`src/rtl/adc_avg_pkg.sv`:
```
// Shared types and constants for the ADC boxcar moving-average filter.
// Latency: n/a (declarations only).
// Backpressure: n/a.
package adc_avg_pkg;

  localparam int DATA_W_DEF     = 8;
  localparam int LOG2_DEPTH_DEF = 3;
  localparam int ROUND_OFS_DEF  = 1 << (LOG2_DEPTH_DEF - 1);

  typedef enum logic [1:0] {
    ST_CLEAR  = 2'd0,
    ST_IDLE   = 2'd1,
    ST_UPDATE = 2'd2
  } avg_state_e;

  // Half of the window length, added before the shift so the mean rounds to nearest.
  function automatic int round_ofs(input int log2_depth);
    return 1 << (log2_depth - 1);
  endfunction

endpackage

```
`src/rtl/adc_avg_ring.sv`:
```
// Ring buffer of the last 2^LOG2_DEPTH samples with wrapping write pointer.
// Latency: write lands at the clock edge; rd_data (entry at wptr = oldest) is combinational.
// Backpressure: none; the owner decides when to write.
module adc_avg_ring
  import adc_avg_pkg::*;
#(
  parameter int DATA_W     = DATA_W_DEF,
  parameter int LOG2_DEPTH = LOG2_DEPTH_DEF
) (
  input  logic              clk,
  input  logic              reset,
  input  logic              ptr_clr,
  input  logic              wr_en,
  input  logic [DATA_W-1:0] wr_data,
  output logic [DATA_W-1:0] rd_data,
  output logic              ptr_last
);

  localparam int DEPTH = 1 << LOG2_DEPTH;

  logic [DATA_W-1:0]     mem_q [DEPTH];
  logic [LOG2_DEPTH-1:0] wptr_q;

  // Write pointer: restarts at 0 on reset/clear, advances once per write and wraps naturally.
  always_ff @(posedge clk) begin
    if (reset || ptr_clr) begin
      wptr_q <= '0;
    end else if (wr_en) begin
      wptr_q <= wptr_q + 1'b1;
    end
  end

  // Storage has no reset; the CLEAR sweep in the owner zeroes every entry.
  always_ff @(posedge clk) begin
    if (wr_en && !reset && !ptr_clr) begin
      mem_q[wptr_q] <= wr_data;
    end
  end

  assign rd_data  = mem_q[wptr_q];
  assign ptr_last = (wptr_q == LOG2_DEPTH'(DEPTH - 1));

endmodule

```
`src/rtl/adc_moving_average.sv`:
```
// Boxcar moving-average of ADC samples; optional min/max tracking under ADC_AVG_MINMAX_EN.
// Latency: in_valid sampled at edge T -> out_valid/out_data registered at edge T+1.
// Backpressure: in_ready low in CLEAR/UPDATE; a sample offered then is dropped and sets overrun.
module adc_moving_average
  import adc_avg_pkg::*;
#(
  parameter int DATA_W     = DATA_W_DEF,
  parameter int LOG2_DEPTH = LOG2_DEPTH_DEF
) (
  input  logic              clk,
  input  logic              reset,
  input  logic              clear,
  input  logic              in_valid,
  input  logic [DATA_W-1:0] in_data,
  output logic              in_ready,
  output logic              out_valid,
  output logic [DATA_W-1:0] out_data,
  output logic              filled,
  output logic              overrun
`ifdef ADC_AVG_MINMAX_EN
  ,
  output logic [DATA_W-1:0] min_data,
  output logic [DATA_W-1:0] max_data
`endif
);

  localparam int DEPTH = 1 << LOG2_DEPTH;
  localparam int SUM_W = DATA_W + LOG2_DEPTH;
  localparam int CNT_W = LOG2_DEPTH + 1;
  localparam logic [SUM_W-1:0] ROUND_OFS = SUM_W'(round_ofs(LOG2_DEPTH));
  localparam logic [CNT_W-1:0] CNT_FULL  = CNT_W'(DEPTH);

  avg_state_e        state_q, state_d;
  logic [DATA_W-1:0] sample_q, sample_d;
  logic [DATA_W-1:0] old_q, old_d;
  logic [SUM_W-1:0]  sum_q, sum_d;
  logic [CNT_W-1:0]  cnt_q, cnt_d;
  logic [DATA_W-1:0] out_data_q, out_data_d;
  logic              out_valid_q, out_valid_d;
  logic              filled_q, filled_d;
  logic              overrun_q, overrun_d;
  logic [SUM_W-1:0]  new_sum;
  logic [SUM_W-1:0]  rounded;
  logic              wr_en;
  logic [DATA_W-1:0] wr_data;
  logic [DATA_W-1:0] rd_data;
  logic              ptr_last;
`ifdef ADC_AVG_MINMAX_EN
  logic [DATA_W-1:0] min_q, min_d;
  logic [DATA_W-1:0] max_q, max_d;
`endif

  adc_avg_ring #(
    .DATA_W     (DATA_W),
    .LOG2_DEPTH (LOG2_DEPTH)
  ) u_ring (
    .clk      (clk),
    .reset    (reset),
    .ptr_clr  (clear),
    .wr_en    (wr_en),
    .wr_data  (wr_data),
    .rd_data  (rd_data),
    .ptr_last (ptr_last)
  );

  // Next-state and datapath: clear wins over everything, then per-state actions.
  always_comb begin
    state_d     = state_q;
    sample_d    = sample_q;
    old_d       = old_q;
    sum_d       = sum_q;
    cnt_d       = cnt_q;
    out_data_d  = out_data_q;
    out_valid_d = 1'b0;
    filled_d    = filled_q;
    overrun_d   = overrun_q;
    wr_en       = 1'b0;
    wr_data     = in_data;
    in_ready    = (state_q == ST_IDLE);
    new_sum     = sum_q + SUM_W'(sample_q) - SUM_W'(old_q);
    rounded     = new_sum + ROUND_OFS;
`ifdef ADC_AVG_MINMAX_EN
    min_d       = min_q;
    max_d       = max_q;
`endif
    if (clear) begin
      state_d    = ST_CLEAR;
      sum_d      = '0;
      cnt_d      = '0;
      out_data_d = '0;
      filled_d   = 1'b0;
      overrun_d  = 1'b0;
`ifdef ADC_AVG_MINMAX_EN
      min_d      = '1;
      max_d      = '0;
`endif
    end else begin
      if (in_valid && !in_ready) begin
        overrun_d = 1'b1;
      end
      case (state_q)
        ST_CLEAR: begin
          wr_en   = 1'b1;
          wr_data = '0;
          if (ptr_last) begin
            state_d = ST_IDLE;
          end
        end
        ST_IDLE: begin
          if (in_valid) begin
            sample_d = in_data;
            old_d    = rd_data;
            wr_en    = 1'b1;
            if (cnt_q != CNT_FULL) begin
              cnt_d = cnt_q + 1'b1;
            end
`ifdef ADC_AVG_MINMAX_EN
            if (in_data < min_q) min_d = in_data;
            if (in_data > max_q) max_d = in_data;
`endif
            state_d = ST_UPDATE;
          end
        end
        ST_UPDATE: begin
          sum_d       = new_sum;
          out_data_d  = rounded[SUM_W-1:LOG2_DEPTH];
          out_valid_d = 1'b1;
          if (cnt_q == CNT_FULL) begin
            filled_d = 1'b1;
          end
          state_d = ST_IDLE;
        end
        default: state_d = ST_CLEAR;
      endcase
    end
  end

  // State and datapath registers with synchronous reset.
  always_ff @(posedge clk) begin
    if (reset) begin
      state_q     <= ST_CLEAR;
      sample_q    <= '0;
      old_q       <= '0;
      sum_q       <= '0;
      cnt_q       <= '0;
      out_data_q  <= '0;
      out_valid_q <= 1'b0;
      filled_q    <= 1'b0;
      overrun_q   <= 1'b0;
`ifdef ADC_AVG_MINMAX_EN
      min_q       <= '1;
      max_q       <= '0;
`endif
    end else begin
      state_q     <= state_d;
      sample_q    <= sample_d;
      old_q       <= old_d;
      sum_q       <= sum_d;
      cnt_q       <= cnt_d;
      out_data_q  <= out_data_d;
      out_valid_q <= out_valid_d;
      filled_q    <= filled_d;
      overrun_q   <= overrun_d;
`ifdef ADC_AVG_MINMAX_EN
      min_q       <= min_d;
      max_q       <= max_d;
`endif
    end
  end

  assign out_valid = out_valid_q;
  assign out_data  = out_data_q;
  assign filled    = filled_q;
  assign overrun   = overrun_q;
`ifdef ADC_AVG_MINMAX_EN
  assign min_data  = min_q;
  assign max_data  = max_q;
`endif

endmodule

```
`config.mk`:
```
export PLATFORM = sky130hd
export DESIGN_NAME = adc_moving_average
export DESIGN_NICKNAME = d
export VERILOG_FILES = /design/src/rtl/adc_avg_pkg.sv /design/src/rtl/adc_avg_ring.sv /design/src/rtl/adc_moving_average.sv
export SDC_FILE = /design/constraint.sdc
export NUM_CORES = 1
export LEC_CHECK = 0
export ABC_AREA = 0
export BUFFER_PORTS_ARGS = -buffer_cell sky130_fd_sc_hd__buf_2
export CAP_MARGIN = 20
export CORE_ASPECT_RATIO = 1.75
export CORE_MARGIN = 2
export CORE_UTILIZATION = 57
export CTS_BUF_LIST = sky130_fd_sc_hd__clkbuf_8
export DETAILED_ROUTE_END_ITERATION = 8
export GPL_ROUTABILITY_DRIVEN = 0
export PLACE_DENSITY = 0.75
export SETUP_SLACK_MARGIN = 0.5
export SYNTH_ARGS = -nofsm -noshare
export SYNTH_HDL_FRONTEND = slang
export SYNTH_SLANG_ARGS = --single-unit
```
`constraint.sdc`:
```
create_clock -name clk -period 5.25 [get_ports clk]
set_clock_uncertainty 0.1 [all_clocks]
set_input_delay 0.2625 -clock clk [delete_from_list [all_inputs] [get_ports clk]]
set_output_delay 0.2625 -clock clk [all_outputs]
set_load 0.03 [all_outputs]
```
# Word level (Yosys, flattened, before mapping)
# Memories as Yosys holds them, arrays and structs flattened. A register that Yosys moved wholly into a read port is not among the register bits.
# Index checks and enable logic that the tools add are counted.
totals:
  reg_bits: 39
  elab_cells: 47
  memories: 1
  out_inout_bits: 12
  mem_bits_rw: 64
classes:
  bitwise: 1
  n_eq_ne: 7
  add_sub_neg: 5
  n_mux: 11
  reduce_logical: 13
memory_table:
  columns: ["memory", "words", "word_bits", "read_ports", "rd_ports_with_merged_regs", "write_ports", "line_no", "rtl"]
  rows:
  - ["u_ring.mem_q", 8, 8, 1, 1, 1, "adc_avg_ring.sv:21", "logic [DATA_W-1:0] mem_q [DEPTH];"]
ops:
  columns: ["operator", "count"]
  rows:
  - ["$mux W8", 2]
  - ["$add A11 B3 Y11 const B", 1]
  - ["$add A11 B8 Y11", 1]
  - ["$sub A11 B8 Y11", 1]
  - ["$pmux W2 S3", 1]
  - ["$reduce_and A3 Y1", 2]
  - ["$mux W1", 5]
  - ["$add A4 B1 Y4 const B", 1]
  - ["$eq A4 B4 Y1 const B", 1]
  - ["$mux W2", 2]
  - ["$ne A2 B2 Y1 const B", 2]
  - ["$ne A4 B4 Y1 const B", 1]
  - ["$reduce_and A2 Y1", 2]
  - ["$add A3 B1 Y3 const B", 1]
  - ["$eq A3 B3 Y1 const B", 1]
  - ["$logic_and A1 B1 Y1", 3]
  - ["$logic_not A1 Y1", 3]
  - ["$eq A2 B1 Y1 const B", 1]
  - ["$eq A2 B2 Y1 const B", 1]
  - ["$logic_not A2 Y1", 1]
  - ["$pmux W1 S2", 1]
  - ["$reduce_or A2 Y1", 1]
  - ["$logic_or A1 B1 Y1", 1]
  - ["$not A1 Y1", 1]

# Depth between registers and ports, before layout
logic_depth:
  word_depth: 7
  mapped_depth: 12
  mapped_depth_nobuf: 12

# Cells and area by module
# Synthesis repeated with hierarchy kept, for this count alone.
unflattened:
  cells_unflattened: 435
  area_unflattened_um2: 5243.8
by_module_without_submodules:
  columns: ["module", "cells_per_inst", "n_inst", "seq_area_each_um2", "area_per_inst_um2"]
  rows:
  - ["adc_avg_ring", 121, 1, 2042.0, 2736.4]
  - ["adc_moving_average", 314, 1, 880.8, 2507.4]

# Worst setup path before layout
# No wires, ideal clock.
synth_timing:
  kind: "flip-flop to flip-flop"
  from: "register sample_q[1]"
  to: "register out_data_q[7], in the netlist out_data[7]"
  t_arrival_ns: 2.984
  synth_period_minus_slack_ns: 3.158
  setup_slack_ns: 2.092
  required_ns: 5.076
  n_path_buf: 0
  path_stages_with_launch: 13
  path_cell_list: "dfxtp_1 > inv_1 > fa_1 > inv_1 > ha_1 > a211oi_2 > nor2_1 > xor2_1 > ha_1 > o211a_1 > nand4_4 > or4_1 > a31oi_1"
synth_between:
  elab_chain_cells: 3
synth_rtl:
  columns: ["item", "line_no", "rtl"]
  rows:
  - ["from (decl)", "adc_moving_average.sv:34", "logic [DATA_W-1:0] sample_q, sample_d;"]
  - ["from (signal assigned)", "adc_moving_average.sv:156", "sample_q <= sample_d;"]
  - ["$add A11 B8 Y11", "adc_moving_average.sv:80", "new_sum = sum_q + SUM_W'(sample_q) - SUM_W'(old_q);"]
  - ["$sub A11 B8 Y11", "adc_moving_average.sv:80", null]
  - ["net new_sum[3]", "adc_moving_average.sv:42", "logic [SUM_W-1:0] new_sum;"]
  - ["$add A11 B3 Y11", "adc_moving_average.sv:81", "rounded = new_sum + ROUND_OFS;"]
  - ["to (signal assigned)", "adc_moving_average.sv:160", "out_data_q <= out_data_d;"]
  - ["to (decl)", "adc_moving_average.sv:38", "logic [DATA_W-1:0] out_data_q, out_data_d;"]
# The timed path passes the listed nets, and every way through them passes these cells.
# A chain may end at the register's enable or synchronous reset.

# Worst setup path in the final report
# Same ends and word-level chain as after synthesis.

==> impl_metrics.json <==
{
  "coreArea_mm2": 0.00892,
  "cts_tree": "yes",
  "seq_area_frac_synth_pct": 55.5,
  "fmaxAchievable_mhz": 293,
  "dieHeight_um": 130,
  "fin_crit_ns": 3.41,
  "rsz0062_at_grt": "false",
  "vdd_drop_max_v": 0.000245,
  "area_growth_pct": 7.93,
  "slowest_delay_ns": 0.52,
  "pre_cts_ws_ns": 1.87,
  "cts_setup_buffers": 0,
  "crit_buf_inv": 2,
  "cp_max_fo": 4,
  "synth_fp_nets": 484,
  "syn_inst": 448,
  "fin_crit_sh_pct": 64.9,
  "drtAntennaViolNets": 0,
  "viasPerCell": 5.57,
  "crit_path_cell_trace": "inv_1, fa_1, inv_1, ha_1, a211oi_2, nor2_1, xor2_1, ha_1, o211a_1, nand4_4, or4_1, a31oi_1",
  "p_leak_nw": 2.01,
  "cp-end-kind": "flop",
  "required_ns": 5.44,
  "hold_buffers": 0,
  "yosys_warnings": 0,
  "num_rows": 46,
  "crit_family": "adder cells",
  "io_pins": 24,
  "cap_violations": 0,
  "async_flop_share_pct": 0,
  "drt_iter0_drc": 124,
  "antenna_found_initial": 0,
  "yosys.area.top_type": "edfxtp_1",
  "final_cells": 593,
  "synth_enable_flop_cells": 64,
  "cts-root-buf": "clkbuf_8",
  "dp_cells": 577,
  "path_clk_slew_ns": 0.10,
  "critPathSlowestCell": "fa_1",
  "drive_above_1_share_pct": 14.0,
  "synth.cell_area_mm2": 0.00516,
  "dpl.hpwl_mm": 7.45,
  "cts_made_buffers": 9,
  "clock_path_buffers": 2,
  "yosysMostFrequentCell": "edfxtp_1",
  "tightestPinTransition_ns": 0.925,
  "drc_errors": 0,
  "synth_flop_cell": "edfxtp_1",
  "antenna_cells": 0,
  "num_vias": 3302,
  "grt_pass1_wl_mm": 16.2,
  "ys_top_cells_by_area": "edfxtp_1, dfxtp_1, mux4_2",
  "wl_mm": 9.89,
  "fill_cells": 737,
  "fin_ws_ns": 1.84,
  "grt-ovfl-total": 0,
  "setup_violations": 0,
  "post_cts_resized": 0,
  "ys_ff_latch": 111,
  "status": "finished clean",
  "portBuffers": 23,
  "synth.distinct_cells": 56,
  "min_path_type": "input port to flop",
  "drt_first_pass_iters": 6,
  "critPathKind": "flop to flop",
  "cts.htree.levels": 3,
  "synthTopCellsByCount": "edfxtp_1, dfxtp_1, nor2_1",
  "worstSkewPairLatency_ns": 0.36,
  "maxSlewViolCount": 0,
  "utilization_pct": 62.4,
  "final_area_mm2": 0.00557,
  "die_x_um": 75.9,
  "power.density_mw_per_mm2": 258,
  "clock_sinks": 111,
  "slew_headroom_pct": 38.1,
  "postPlaceCellArea_mm2": 0.00540,
  "start_kind": "flop",
  "grt_pass1_vias": 3398,
  "grt_max_degree": 28,
  "start_util_pct": 57.8,
  "syn_area_per_cell_um2": 11.5,
  "final_nets": 504,
  "dieArea_mm2": 0.00986,
  "synth_top_area_share_pct": 37.2,
  "tns_ns": 0,
  "crit_arrival_ns": 3.60,
  "wl_per_cell_um": 16.7,
  "grtUsageTotal_pct": 21.4,
  "hold_violations": 0
}
## state kept, by name, summed over array words and instances, names as in the netlist
signal and flops:
cnt_q 4, filled 1, old_q 8, out_data 8, out_valid 1, overrun 1
sample_q 8, state_q 2, sum_q 11, u_ring.mem_q 64, u_ring.wptr_q 3
## layer usage
layer  vias to the layer above  GRT usage [%]  part of all wire [%]
li1                       1638              -                     -
met1                      1594           21.2                    38
met2                        50           42.9                    57
met3                        20           3.18                   2.1
met4                         0           10.6                   3.3
met5                         -              0                     0
## cells in the final DEF, fill, tap and decap left out, types with 12 or more instances in the layout
cell and n:
a21oi_1 25, buf_2 23, dfxtp_1 47, edfxtp_1 64
ha_1 16, inv_1 39, mux2i_1 14, nand2_1 43
nor2_1 44, nor2b_1 12
## through the flow
| step | power, mW | hold WS (ns) |
|---|---|---|
| after global routing | 1.48 | 0.0415 |
| final | 1.44 | 0.0540 |
| after CTS | 1.44 | 0.0415 |
| after floorplan | 0.980 | 0.298 |
| after detailed placement | 0.997 | 0.348 |
| after global placement | 0.996 | 0.342 |
## kinds of logic after synthesis
group / synth area share [%]
fa+ha+maj: 6.98
xor+xnor: 2.55
buf+inv: 4.34
mux: 7.08
compound gates: 11.2
flops: 55.5
simple gates: 12.3
## worst paths after layout
| kind | slack, ns | cells past startpoint | start | end |
|---|---|---|---|---|
| hold / removal | 0.05 | 3 | in_data[7] | sample_q[7]$_SDFFE_PP0P_ |
| setup / recovery | 1.84 | 12 | sample_q[1]$_SDFFE_PP0P_ | out_data[7]$_SDFFE_PP0P_ |
| setup reg to reg | 1.84 | 12 | sample_q[1]$_SDFFE_PP0P_ | out_data[7]$_SDFFE_PP0P_ |
| hold reg to reg | 0.36 | 2 | sample_q[6]$_SDFFE_PP0P_ | sample_q[6]$_SDFFE_PP0P_ |
## report_power, final
| group | internal [mW] | switching, mW | leakage [nW] |
|---|---|---|---|
| Clock | 0.174 | 0.285 | 0.0849 |
| Sequential | 0.923 | 0.00455 | 0.967 |
| Combinational | 0.0197 | 0.0293 | 0.960 |
| Total | 1.12 | 0.319 | 2.01 |
## worst min-delay path: stages
cell and delay (ns):
buf_2 0.11, nand2_1 0.05, a21oi_1 0.06
## area by class of cell
type | count | area [um2] | area share, %
Clock buffer | 9 | 124 | 2.22
Clock inverter | 7 | 48.8 | 0.876
Inverter | 38 | 143 | 2.56
Multi-Input combinational cell | 278 | 2070 | 37.2
Timing Repair Buffer | 30 | 168 | 3.01
Tap cell | 120 | 150 | 2.70
Sequential cell | 111 | 2860 | 51.4
Power figures use the tool's default switching activity.
